## src/rtl/switch_loader.sv

```systemverilog
// switch_loader: captures an X/Y operand pair from the board switches using a
// debounced two-phase handshake switch, and hands each operand to the register
// file as a single-cycle write strobe. A done pulse marks the completed pair.
module switch_loader #(
  parameter int n        = 8,
  parameter int DEBOUNCE = 4
) (
  input  logic         clk,
  input  logic         nReset,
  input  logic [n-1:0] sw,
  input  logic         ready_sw,
  output logic         w,
  output logic         Waddr,
  output logic [n-1:0] Wdata,
  output logic         done,
  output logic         phase
);

  typedef enum logic [1:0] {
    WAIT_HI_X = 2'd0,
    WAIT_LO_X = 2'd1,
    WAIT_HI_Y = 2'd2,
    WAIT_LO_Y = 2'd3
  } state_t;

  // Terminal count: a new level is accepted on the cycle the counter sits here.
  localparam logic [7:0] CNT_LAST = 8'(DEBOUNCE - 1);

  state_t         state;
  logic           s1, s2;
  logic [n-1:0]   d1, d2;
  logic           db;
  logic [7:0]     cnt;

  // Two-flop synchronizers; nothing downstream touches the raw switch inputs.
  always_ff @(posedge clk or negedge nReset) begin
    if (!nReset) begin
      s1 <= 1'b0;
      s2 <= 1'b0;
      d1 <= '0;
      d2 <= '0;
    end else begin
      s1 <= ready_sw;
      s2 <= s1;
      d1 <= sw;
      d2 <= d1;
    end
  end

  // Debouncer: s2 must differ from db for DEBOUNCE consecutive cycles before db follows.
  always_ff @(posedge clk or negedge nReset) begin
    if (!nReset) begin
      db  <= 1'b0;
      cnt <= 8'd0;
    end else if (s2 == db) begin
      cnt <= 8'd0;
    end else if (cnt == CNT_LAST) begin
      db  <= s2;
      cnt <= 8'd0;
    end else begin
      cnt <= cnt + 8'd1;
    end
  end

  // Handshake FSM; all outputs registered, w and done self-clear every cycle.
  always_ff @(posedge clk or negedge nReset) begin
    if (!nReset) begin
      state <= WAIT_HI_X;
      w     <= 1'b0;
      Waddr <= 1'b0;
      Wdata <= '0;
      done  <= 1'b0;
      phase <= 1'b0;
    end else begin
      w    <= 1'b0;
      done <= 1'b0;
      case (state)
        WAIT_HI_X: begin
          if (db) begin
            w     <= 1'b1;
            Waddr <= 1'b0;
            Wdata <= d2;
            state <= WAIT_LO_X;
          end
        end
        WAIT_LO_X: begin
          if (!db) begin
            state <= WAIT_HI_Y;
            phase <= 1'b1;
          end
        end
        WAIT_HI_Y: begin
          if (db) begin
            w     <= 1'b1;
            Waddr <= 1'b1;
            Wdata <= d2;
            state <= WAIT_LO_Y;
          end
        end
        WAIT_LO_Y: begin
          if (!db) begin
            done  <= 1'b1;
            state <= WAIT_HI_X;
            phase <= 1'b0;
          end
        end
        default: begin
          state <= WAIT_HI_X;
          phase <= 1'b0;
        end
      endcase
    end
  end

endmodule

```

## config.mk

```make
export PLATFORM = sky130hd
export DESIGN_NAME = switch_loader
export DESIGN_NICKNAME = d
export VERILOG_FILES = /design/src/rtl/switch_loader.sv
export SDC_FILE = /design/constraint.sdc
export NUM_CORES = 1
export LEC_CHECK = 0
export ABC_AREA = 1
export BUFFER_PORTS_ARGS = -buffer_cell sky130_fd_sc_hd__buf_4
export CORE_UTILIZATION = 39
export CTS_CLUSTER_SIZE = 16
export DETAILED_ROUTE_END_ITERATION = 12
export HOLD_SLACK_MARGIN = 0.08
export PLACE_DENSITY_LB_ADDON = 0.1
export SYNTH_ARGS = -nofsm -noshare
export SYNTH_HDL_FRONTEND = slang
export SYNTH_SLANG_ARGS = --single-unit
```

## constraint.sdc

```tcl
create_clock -name clk -period 2.1 [get_ports clk]
set_input_delay 0.105 -clock clk [delete_from_list [all_inputs] [get_ports clk]]
set_output_delay 0.105 -clock clk [all_outputs]
set_load 0.01 [all_outputs]
```

# == Yosys cells after proc, flatten, opt, wreduce, memory -nomap -nowiden ==
# Cells that the tools add are included.
# W data, S select, Z words.
# totals
regBits,41
in_bits,11
out_inout_bits,12
elab_cells,49
# op_classes
addsub,1
n_eq_ne,9
n_mux,17
bitwise,1
n_reduce_logical,9
# op_table
operator,count
$mux W8,2
$add A8 B1 Y8 const B,1
$eq A8 B2 Y1 const B,1
$mux W1,8
$mux W2,4
$ne A2 B2 Y1 const B,4
$pmux W2 S4,1
$reduce_and A3 Y1,2
$eq A2 B2 Y1 const B,2
$pmux W1 S2,2
$reduce_and A2 Y1,2
$reduce_and A4 Y1,1
$reduce_bool A2 Y1,2
$eq A2 B1 Y1 const B,1
$logic_not A2 Y1,1
$reduce_or A2 Y1,1
$eq A1 B1 Y1,1
$not A1 Y1,1

# == Logic depth before layout (Yosys ltp) ==
# Gate-level depths: netlist (run 1).
# logic_depth
depth_word,3
mapped_depth,8
ltp_nobuf,8

# == Least setup slack after synthesis (run 1) ==
# OpenSTA, ideal clock, no wires.
# synth_path
path_kind,reg2reg
startpoint,register state[0]
endpoint,register state[0]
setup_ps,130
arrival_ps,1050
required_time_ps,1970
slack_ps,919
stages_incl_launch_ff,9
path_buffers,0
period_less_slack_ps,1181
path_cell_list,dfrtp_1 inv_1 ha_1 inv_1 nand2_1 nand2_2 inv_2 nand2_1 o21ai_0
# synth_between
elab_chain_cells,3
elab_cells_between_ends,10
cone_classes,7 x eq/ne; 1 x mux; 2 x reduce/logical
# synth_rtl
item,line_no,source
"start, declared",29,state_t state;
"start signal, assigned",68,state <= WAIT_HI_X;
"start signal, assigned",83,state <= WAIT_LO_X;
"start signal, assigned",88,state <= WAIT_HI_Y;
"$eq A2 B1 Y1, or another cell as far along",77,case (state)
$ne A2 B2 Y1 (no source line),n/a,
$reduce_and A4 Y1 (no source line),n/a,
# Several ways; a longest one is shown, not always the timed one.
# A chain may end at the register's enable or synchronous reset.

# == Final worst setup path (run 1) ==
# Ends and elaborated chain as after synthesis.

==> metrics, run 1 <==
status=completed; Root Buffer=clkbuf_8; Reg power frac=between 40% and 50%; Worst-Margin Slew=501 ps; drc violations=0; Worst EP required=2270 ps; Net Sw Frac=33.7%; Nets=between 150 and 200; Logic pwr share=28.7%; DPL Wire Length=1670 um; Die H=64.5 um; Synth Cell Area=approximately 0.0015 mm2; Mapped Nets=159; IO buf count=22; Tcrit/Tclk final=65.4%; number of vias per cell=approximately 4.3; Final Hold Violating Endpoints=0; Setup CP Type=reg -> reg; Starting Density=41.0%; top cell type by total area after synthesis=dfrtp_1; vias after detailed routing=992; CTS Sinks=41; clock slew at reported path FFs=80 ps; clk_lat worst skew=just under 300 ps; worst clock skew=5.36 ps; Area Overhead vs Synth=26.8%; final slew viol count=0; post-place setup slack=just over 700 ps; final worst-path setup slack=727 ps; synth warn=0; critical path peak fanout=10; TritonCTS Buffers=5; Pint=around 0.0015 W; fillers=344; Finish-stage setup viols=0; Placeable Area=about 0.0037 mm2; antenna violations before repair=0; Max H-tree Level=2; Top delay family on crit path=flip-flops; antenna viol nets, final=0; worst stage delay on the critical path=380 ps; Final TNS setup=0 ps; number of global-route vias before repair=between 900 and 1000; slowest stage cell, crit path=dfrtp_1; boundary pin count=23; DR WL/cell=~11 um; placer congestion estimate=0.747; PwrDens=1160 mW/mm2; first-pass iteration count of the detailed router=4; Hold Crit Class=in -> async; Synth Area per Inst=around 11 um2; CP Capture Type=flip-flop; Seq/Total Area, Yosys=67.3%; max-cap viol count=0; largest net degree at the start of global routing=42; overall routing resource usage=14.4%; Post-Syn Instances=about 140; Tmin final=1370 ps; Relative slew margins=approximately 67%; Pleak=0.962 nW; critical path startpoint category=flip-flop; Die X-Extent=64.5 um; Yosys reg bits=41; global-route wire length before repair=4270 um; worst vdd ir=0.000549 V; Clk pwr share=22.8%; die area=0.00416 mm2; fmax=0.728 GHz; top post-synthesis cells by area=dfrtp_1 67%, nand2_1 11%, ha_1 4.9%; Sw Pwr=0.000753 W; Antenna diodes=0; Rows=22; Max clock buf depth=2; Arr. time, crit path=~1500 ps; hold_ws=~310 ps; Buf/Inv on CP=3; initial drt markers=20; WL final=2430 um; share of cells above drive strength 1=21.5%; CP cell instances=inv_1, ha_1, inv_1, nand2_1, nand2_2, inv_2, nand2_1, o21ai_0; grt ovf=0; RSZ-0062 raised after global routing=no; Setup Buffers After CTS=0; Unique masters post-synth=18; CTS tree=done; Synth top area share=67.3%
## sequential cells by signal (all words and copies together) (netlist names)
| signal | flops |
|---|---|
| Waddr | 1 |
| Wdata | 8 |
| cnt | 8 |
| d1 | 8 |
| d2 | 8 |
| db | 1 |
| done | 1 |
| phase | 1 |
| s1 | 1 |
| s2 | 1 |
| state | 2 |
| w | 1 |
## final timing paths
path	from	end	slack [ps]	cells past startpoint
setup / recovery	state[0]$_DFFE_PN0P_	state[0]$_DFFE_PN0P_	730	8
hold / removal	nReset	w$_DFF_PN0_	310	2
setup reg to reg	state[0]$_DFFE_PN0P_	state[0]$_DFFE_PN0P_	730	8
hold reg to reg	d1[4]$_DFF_PN0_	d2[4]$_DFF_PN0_	350	0
max in group asynchronous	nReset	d1[6]$_DFF_PN0_	1430	2
min in group clk	d1[4]$_DFF_PN0_	d2[4]$_DFF_PN0_	350	0
## cell usage after synthesis, drive strengths merged
cell type / n
xor2: 3
dfrtp: 41
nor3b: 1
inv: 14
a21oi: 2
ha: 6
xnor2: 1
o21ai: 5
nand3: 5
nor2: 16
and2: 1
nand2: 46
buf: 1
## timing repair
item	4_1_cts	5_1_grt
hold endpoints to repair	50	0
resized for setup	0	0
hold buffers	10	0
## kinds of logic (layout without fill, tap and decap cells)
logic type / Yosys count / in the layout / synth area share [%]
AOI/OAI and AO/OA: 7 / 7 / 2.30
xor gates and xnor gates: 4 / 4 / 2.79
adders and majority gates: 6 / 6 / 4.92
buffers and inverters: 15 / 54 / 3.94
DFF: 41 / 41 / 67.3
and+or+nand+nor: 69 / 69 / 18.8
## metal layers
layer	vias to the layer above	wire length (um)	track usage [%]
met5	-	0	0
met4	0	56	7.50
met3	7	89	5.81
met2	18	1200	24.6
met1	465	1080	15.0
li1	502	-	-
## area by class of cell
type	instances	area, um2	share of cell area, %
clock buffers	5	68.8	3.56
clock inverters	3	22.5	1.16
inverters	14	52.6	2.72
multi-input cells	86	439	22.7
flip-flops and latches	41	1030	53.0
well taps	48	60.1	3.10
repair buffers	32	265	13.7
## worst reg2reg max path, cell delays in order (launching register included)
cell and delay, ps:
dfrtp_1 380, inv_1 80, ha_1 200, inv_1 70
nand2_1 80, nand2_2 170, inv_2 130, nand2_1 80
o21ai_0 70
## cell usage in the layout (no fill, tap or decap)
master         Yosys  final
clkinv_2           0      1
nand3_1            5      5
inv_1             12     12
clkinv_4           0      2
nand2_1           43     43
buf_4              1     22
xor2_2             1      1
xnor2_1            1      1
nor3b_1            1      1
o21ai_0            4      4
o21ai_1            1      1
dlygate4sd3_1      0     10
xor2_1             2      2
inv_2              2      2
nor2_1            14     14
clkbuf_8           0      5
nand2_2            3      3
ha_1               6      6
nor2_2             2      2
and2_4             1      1
a21oi_1            2      2
dfrtp_1           41     41
## through the flow
stage	instance area [um2]	util (%)	total power, W	std cells
3_5_place_dp	1740	46.9	0.00174	211
5_1_grt	1930	52.1	0.00242	229
4_1_cts	1930	52.1	0.00228	229
6_report	1930	52.1	0.00223	229
3_3_place_gp	1740	46.9	0.00172	211
2_1_floorplan	1530	-	0.00146	142
## power groups by stage
| stage | clock network, W | logic, W | registers, W |
|---|---|---|---|
| finish | 0.000510 | 0.000642 | 0.00108 |
| CTS | 0.000536 | 0.000658 | 0.00109 |
| global route | 0.000577 | 0.000738 | 0.00111 |
| global placement | 0 | 0.000623 | 0.00110 |
| floorplan | 0 | 0.000354 | 0.00111 |
| detailed placement | 0 | 0.000641 | 0.00110 |
Note: power is estimated with default switching activity, not from simulation.
==> inputs of run 2 (changes only) <==
--- a/config.mk
+++ b/config.mk
@@ -5,7 +5,7 @@
 export SDC_FILE = /design/constraint.sdc
 export NUM_CORES = 1
 export LEC_CHECK = 0
-export ABC_AREA = 1
+export ABC_AREA = 0
 export BUFFER_PORTS_ARGS = -buffer_cell sky130_fd_sc_hd__buf_4
 export CORE_UTILIZATION = 39
 export CTS_CLUSTER_SIZE = 16
==> constraint.sdc (replaced) <==
create_clock -name clk -period 1.2 [get_ports clk]
set_input_delay 0.06 -clock clk [delete_from_list [all_inputs] [get_ports clk]]
set_output_delay 0.06 -clock clk [all_outputs]
set_load 0.01 [all_outputs]
==> run 2 against run 1 <==
Effect of this change: the run now ends with negative setup slack left; sequential share of layout area decreased by 3.8 points; synthesized cell count fell by 27%; via count down 6.7%; global-route usage is essentially flat; maximum frequency down 0.44%; count of clock-buffer cells in the layout unchanged; cell area is 8.1% higher; critical endpoint is now Wdata[0]$_DFFE_PN0P_.
==> metrics, run 2 <==
status=finished, violations left (was completed); violated checks=negative setup slack; Root Buffer=clkbuf_8 (unchanged); worst vdd ir=0.00100 V (was 0.000549 V); asr flop ratio synth=100% (unchanged); boundary pin count=23 (unchanged); Finish-stage setup viols=19 (was 0); Relative slew margins=67.2% (was 66.6%); Die H=63.1 um (was 64.5 um); DR WL/cell=11.8 um (was 10.6 um); placer congestion estimate=0.788 (was 0.747); met3 Use GR=5.43% (was 5.81%); antenna violations before repair=0 (unchanged); met2 Use GR=22.6% (was 24.6%); antenna viol nets, final=0 (unchanged); Post-Syn Instances=103 (was 142); Yosys reg bits=41 (unchanged); max-cap viol count=0 (unchanged); Antenna diodes=0 (unchanged); Rows=21 (was 22); first-pass iteration count of the detailed router=4 (unchanged); most common cell in the netlist=dfrtp_1 (was nand2_1); Tcrit/Tclk final=115% (was 65.4%); CTS tree=done (unchanged); Area Overhead vs Synth=43.6% (was 26.8%); TritonCTS Buffers=5 (unchanged); non-filler cells, final=202 (was 229); gr busiest metal=met2 (unchanged); WL final=2380 um (was 2430 um); CTS Sinks=41 (unchanged); top cell type by total area after synthesis=dfrtp_1 (unchanged); Tmin final=1380 ps (was 1370 ps); overall routing resource usage=14.4% (about the same); final slew viol count=0 (unchanged); Max clock buf depth=2 (unchanged); Placeable Area=0.00347 mm2 (was 0.00372 mm2); # placed instances=179 (was 211); Nets=173 (was 197); fmax=0.725 GHz (was 0.728 GHz); Arr. time, crit path=1550 ps (was 1540 ps); synth warn=0 (unchanged); Synth Area per Inst=14.1 um2 (was 10.7 um2); Die X-Extent=63.1 um (was 64.5 um); share of cells above drive strength 1=47.4% (was 21.5%); Hold Crit Class=in -> async (unchanged); EDFF count, synth=0 (unchanged); Starting Density=42.0% (was 41.0%); RSZ-0062 raised after global routing=yes (was no); drc violations=0 (unchanged); Unique masters post-synth=21 (was 18); most frequent cells in the layout=39 x dfrtp_1, 36 x buf_4, 10 x dlygate4sd3_1 (was 43 x nand2_1, 41 x dfrtp_1, 22 x buf_4); top post-synthesis cells by area=dfrtp_1 70%, mux2_2 7.0%, ha_1 5.2% (was dfrtp_1 67%, nand2_1 11%, ha_1 4.9%); Setup CP Type=reg -> reg (unchanged); Worst EP required=1370 ps (was 2270 ps); die area=0.00398 mm2 (was 0.00416 mm2); met1 usage=17.6% (was 15.0%); Pleak=0.963 nW (was 0.962 nW); IO buf count=22 (unchanged); final worst-path setup slack=-179 ps (was 727 ps); Primary FF master, synth=dfrtp_1 (unchanged); global-route wire length before repair=4290 um (was 4270 um); Synth top area share=70.4% (was 67.3%); Final Hold Violating Endpoints=0 (unchanged); Final TNS setup=-1900 ps (was 0 ps); worst clock skew=5.74 ps (was 5.36 ps); Max H-tree Level=2 (unchanged); vias after detailed routing=926 (was 992); Seq/Total Area, Yosys=70.4% (was 67.3%); commonest non-fill, non-tap cell in the layout=dfrtp_1 (was nand2_1); most instantiated cells after synthesis=41 x dfrtp_1, 9 x mux2_2, 7 x nor2_1 (was 43 x nand2_1, 41 x dfrtp_1, 14 x nor2_1); clk_lat worst skew=290 ps (about the same); clock slew at reported path FFs=70 ps (was 80 ps); total power=0.00474 W (was 0.00223 W); largest net degree at the start of global routing=42 (unchanged); number of vias per cell=4.58 (was 4.33); initial drt markers=19 (was 20); Worst-Margin Slew=493 ps (was 501 ps); CP Capture Type=flip-flop (unchanged); PwrDens=2270 mW/mm2 (was 1160 mW/mm2); critical path peak fanout=7 (was 10); Mapped Nets=120 (was 159); grt ovf=0 (unchanged); DPL Wire Length=1570 um (was 1670 um); number of global-route vias before repair=1001 (was 988); critical path startpoint category=flip-flop (unchanged); Synth Cell Area=0.00146 mm2 (was 0.00153 mm2)
run 2: cell count changes after synthesis, moves of 3 or more:
cell,before,now
nor2_1,14,7
inv_1,12,6
or3_1,0,3
nand2_2,3,0
mux2_2,0,9
a21oi_1,2,6
nand2_1,43,4
run 2: timing repair:
action                                 in CTS  in global routing
endpoints found under the hold margin      50                  0
setup endpoints to repair                  20                 21
resized for setup                          13                  5
hold buffers                               10                  0
buffers inserted                            3                  3
pin swaps                                   5                  3
run 2: layout make-up:
class	instances	area, um2
fillers	291	1380
flip-flops and latches	41	1030
multi-input cells	55	497
repair buffers	47	382
clock buffers	5	68.8
well taps	46	57.6
clock inverters	2	35.0
inverters	6	22.5
run 2: power breakdown:
| part | switching [W] | internal (W) |
|---|---|---|
| Sequential | 0.000222 | 0.00170 |
| Combinational | 0.000733 | 0.00105 |
| Clock | 0.000436 | 0.000604 |
| Total | 0.00139 | 0.00335 |
run 2: worst paths after layout:
path	startpoint	end	slack [ps]	depth (start not counted)
setup / recovery	state[1]$_DFFE_PN0P_	Wdata[0]$_DFFE_PN0P_	-180	4
hold / removal	nReset	state[0]$_DFFE_PN0P_	270	2
setup reg to reg	state[1]$_DFFE_PN0P_	Wdata[0]$_DFFE_PN0P_	-180	4
hold reg to reg	d1[6]$_DFF_PN0_	d2[6]$_DFF_PN0_	350	0
max in group asynchronous	nReset	state[1]$_DFFE_PN0P_	560	2
min in group clk	d1[6]$_DFF_PN0_	d2[6]$_DFF_PN0_	350	0
run 2: routing by layer:
layer / vias up / part of all wire [%]
li1: 448 / -
met1: 448 / 44
met3: 4 / 5.3
met2: 26 / 49
met4: 0 / 1.1
met5: - / 0
run 2: kinds of logic (layout without fill, tap and decap cells):
logic type,count (synthesis),in the layout,share of synthesized area (%)
muxes,9,9,6.96
AOI/OAI and AO/OA,13,13,5.50
xor gates and xnor gates,4,4,2.41
adders and majority gates,6,6,5.15
and+or+nand+nor,23,23,7.65
DFF,41,41,70.4
buffers and inverters,7,60,1.89
run 2: worst max-delay path: stages, from the launching register on:
cell and delay, ps:
dfrtp_2 440, ha_4 190, o21ai_4 150, buf_6 150, mux2_2 330
run 2: stage by stage:
stage / hold slack (ps) / cell area, um2 / util, % / setup slack, ps
global route: 315 / 2090 / 60.3 / -249
floorplan: -236 / 1500 / - / -178
detailed placement: 69.3 / 1780 / 51.4 / -330
global placement: 60.0 / 1780 / 51.4 / -245
finish: 273 / 2090 / 60.3 / -179
CTS: 297 / 2060 / 59.3 / -214
==> inputs of run 3 (changes only) <==
--- a/config.mk
+++ b/config.mk
@@ -8,10 +8,13 @@
 export ABC_AREA = 0
 export BUFFER_PORTS_ARGS = -buffer_cell sky130_fd_sc_hd__buf_4
 export CORE_UTILIZATION = 39
+export CTS_BUF_LIST = sky130_fd_sc_hd__clkbuf_8
 export CTS_CLUSTER_SIZE = 16
 export DETAILED_ROUTE_END_ITERATION = 12
 export HOLD_SLACK_MARGIN = 0.08
 export PLACE_DENSITY_LB_ADDON = 0.1
+export RECOVER_POWER = 25
+export SETUP_SLACK_MARGIN = 0.5
 export SYNTH_ARGS = -nofsm -noshare
 export SYNTH_HDL_FRONTEND = slang
 export SYNTH_SLANG_ARGS = --single-unit
==> run 3 against run 2 <==
Effect of this change: the flow still finishes with violations (negative setup slack); critical path depth rose by 1; count of clock-buffer cells in the layout did not move; hold slack got worse by 36 ps; non-clock buffer count rose by 2; worst setup slack got worse by 17 ps; wire length rose by 4.2%; cell area rose by 6.6%; sequential power barely moved; clock power rose by 23%; first-iteration DRC count rose by 32%; sequential cell count did not move; cell count rose by 1.5%; largest power group is now combinational logic.
==> metrics, run 3 (same netlist as run 2, synthesis figures left out) <==
Register Area=0.00103 mm2 (about the same); final worst-path setup slack=-196 ps (was -179 ps); fmax=0.717 GHz (was 0.725 GHz); Relative slew margins=76.1% (was 67.2%); Worst-Margin Slew=359 ps (was 493 ps); Rows=21 (unchanged); boundary pin count=23 (unchanged); antenna viol nets, final=0 (unchanged); worst clock skew=2.93 ps (was 5.74 ps); CP Capture Type=flip-flop (unchanged); Max clock buf depth=2 (unchanged); hold_ws=237 ps (was 273 ps); Final Hold Violating Endpoints=0 (unchanged); fillers=262 (was 291); CTS Sinks=41 (unchanged); Arr. time, crit path=1570 ps (was 1550 ps); Pleak=1.01 nW (was 0.963 nW); number of global-route vias before repair=1055 (was 1001); Tcrit/Tclk final=116% (was 115%); placer congestion estimate=0.748 (was 0.788); global-route wire length before repair=4430 um (was 4290 um); die area=0.00398 mm2 (unchanged); IO buf count=22 (unchanged); worst vdd ir=0.00130 V (was 0.00100 V); Setup CP Type=reg -> reg (unchanged); clock slew at reported path FFs=80 ps (was 70 ps); final slew viol count=0 (unchanged); DR WL/cell=12.1 um (was 11.8 um); grt ovf=0 (unchanged); Hold Crit Class=in -> async (unchanged); CP Launch Point=state[1]$_DFFE_PN0P_ (unchanged); violated checks=negative setup slack (unchanged); Antenna diodes=0 (unchanged); RSZ-0062 raised after global routing=yes (unchanged); critical path peak fanout=10 (was 7); vias after detailed routing=961 (was 926); Worst EP required=1370 ps (about the same); max-cap viol count=0 (unchanged); number of vias per cell=4.69 (was 4.58); Root Buffer=clkbuf_8 (unchanged); overall routing resource usage=14.8% (was 14.4%); Finish-stage setup viols=19 (unchanged); Starting Density=42.0% (unchanged); DPL Wire Length=1570 um (about the same); TritonCTS Buffers=5 (unchanged); Multi-input gate area=519 um2 (was 497 um2); Placeable Area=0.00347 mm2 (unchanged); Die X-Extent=63.1 um (unchanged); WL final=2480 um (was 2380 um); Final TNS setup=-2410 ps (was -1900 ps); status=finished, violations left (unchanged); commonest non-fill, non-tap cell in the layout=dfrtp_1 (unchanged); Nets=175 (was 173); r2r startpoint=state[1]$_DFFE_PN0P_ (unchanged); CTS tree=done (unchanged); Max H-tree Level=2 (unchanged); post-place setup slack=-228 ps (was -330 ps); Die H=63.1 um (unchanged); antenna violations before repair=0 (unchanged); critical path startpoint category=flip-flop (unchanged); largest net degree at the start of global routing=42 (unchanged); drc violations=0 (unchanged); first-pass iteration count of the detailed router=5 (was 4); Tmin final=1400 ps (was 1380 ps); most frequent cells in the layout=40 x dfrtp_1, 17 x buf_6, 12 x buf_4 (was 39 x dfrtp_1, 36 x buf_4, 10 x dlygate4sd3_1); share of cells above drive strength 1=50.9% (was 47.4%); initial drt markers=25 (was 19); PwrDens=2370 mW/mm2 (was 2270 mW/mm2); clk_lat worst skew=290 ps (about the same); Area Overhead vs Synth=53.1% (was 43.6%)
==> run 3: what timing repair did <==
action	4_1_cts	5_1_grt
hold endpoints to repair	50	0
hold buffers	10	0
gates resized for setup	25	9
pin swaps	7	6
cloned	0	0
buffers inserted	5	0
setup endpoints to repair	35	76
==> run 3: path summary, 6_finish.rpt <==
path                                         to  slack, ps  depth (start not counted)
setup / recovery           Wdata[4]$_DFFE_PN0P_       -200                          5
hold / removal                 cnt[7]$_DFF_PN0_        240                          2
setup reg to reg           Wdata[4]$_DFFE_PN0P_       -200                          5
hold reg to reg                 d2[2]$_DFF_PN0_        350                          0
max in group asynchronous      cnt[2]$_DFF_PN0_        680                          2
min in group clk                d2[2]$_DFF_PN0_        350                          0
==> run 3: critical path, stage by stage, from the launching register on <==
cell,delay [ps]
dfrtp_1,430
inv_2,80
ha_4,170
o21ai_4,130
buf_12,150
mux2_2,330
==> run 3: report_power, final <==
group | switching [W] | total [W] | leakage [nW] | internal, W
Combinational | 0.000805 | 0.00204 | 0.444 | 0.00124
Clock | 0.000453 | 0.00128 | 0.0681 | 0.000826
Sequential | 0.000248 | 0.00195 | 0.499 | 0.00170
==> run 3: area by class of cell <==
type / count / area share (%)
clock buffers: 5 / 3.09
clock inverters: 3 / 2.92
inverters: 6 / 1.01
repair buffers: 49 / 21.0
flip-flops and latches: 41 / 46.1
well taps: 46 / 2.58
multi-input cells: 55 / 23.3
==> run 3: layer usage <==
| layer | up-vias | track usage [%] | share of wire (%) |
|---|---|---|---|
| met5 | - | 0 | 0 |
| met4 | 0 | 6.98 | 2.0 |
| met3 | 5 | 4.53 | 4.2 |
| met2 | 24 | 24.6 | 49 |
| met1 | 476 | 17.3 | 45 |
| li1 | 456 | - | - |
==> run 3: per-stage QoR <==
step           cells  total power, W  utilization [%]  cell area [um2]
2_1_floorplan    103         0.00280                -             1520
3_3_place_gp     182         0.00353             52.9             1830
3_5_place_dp     182         0.00358             52.9             1830
4_1_cts          205         0.00526             63.4             2200
5_1_grt          205         0.00555             64.3             2230
6_report         205         0.00527             64.3             2230
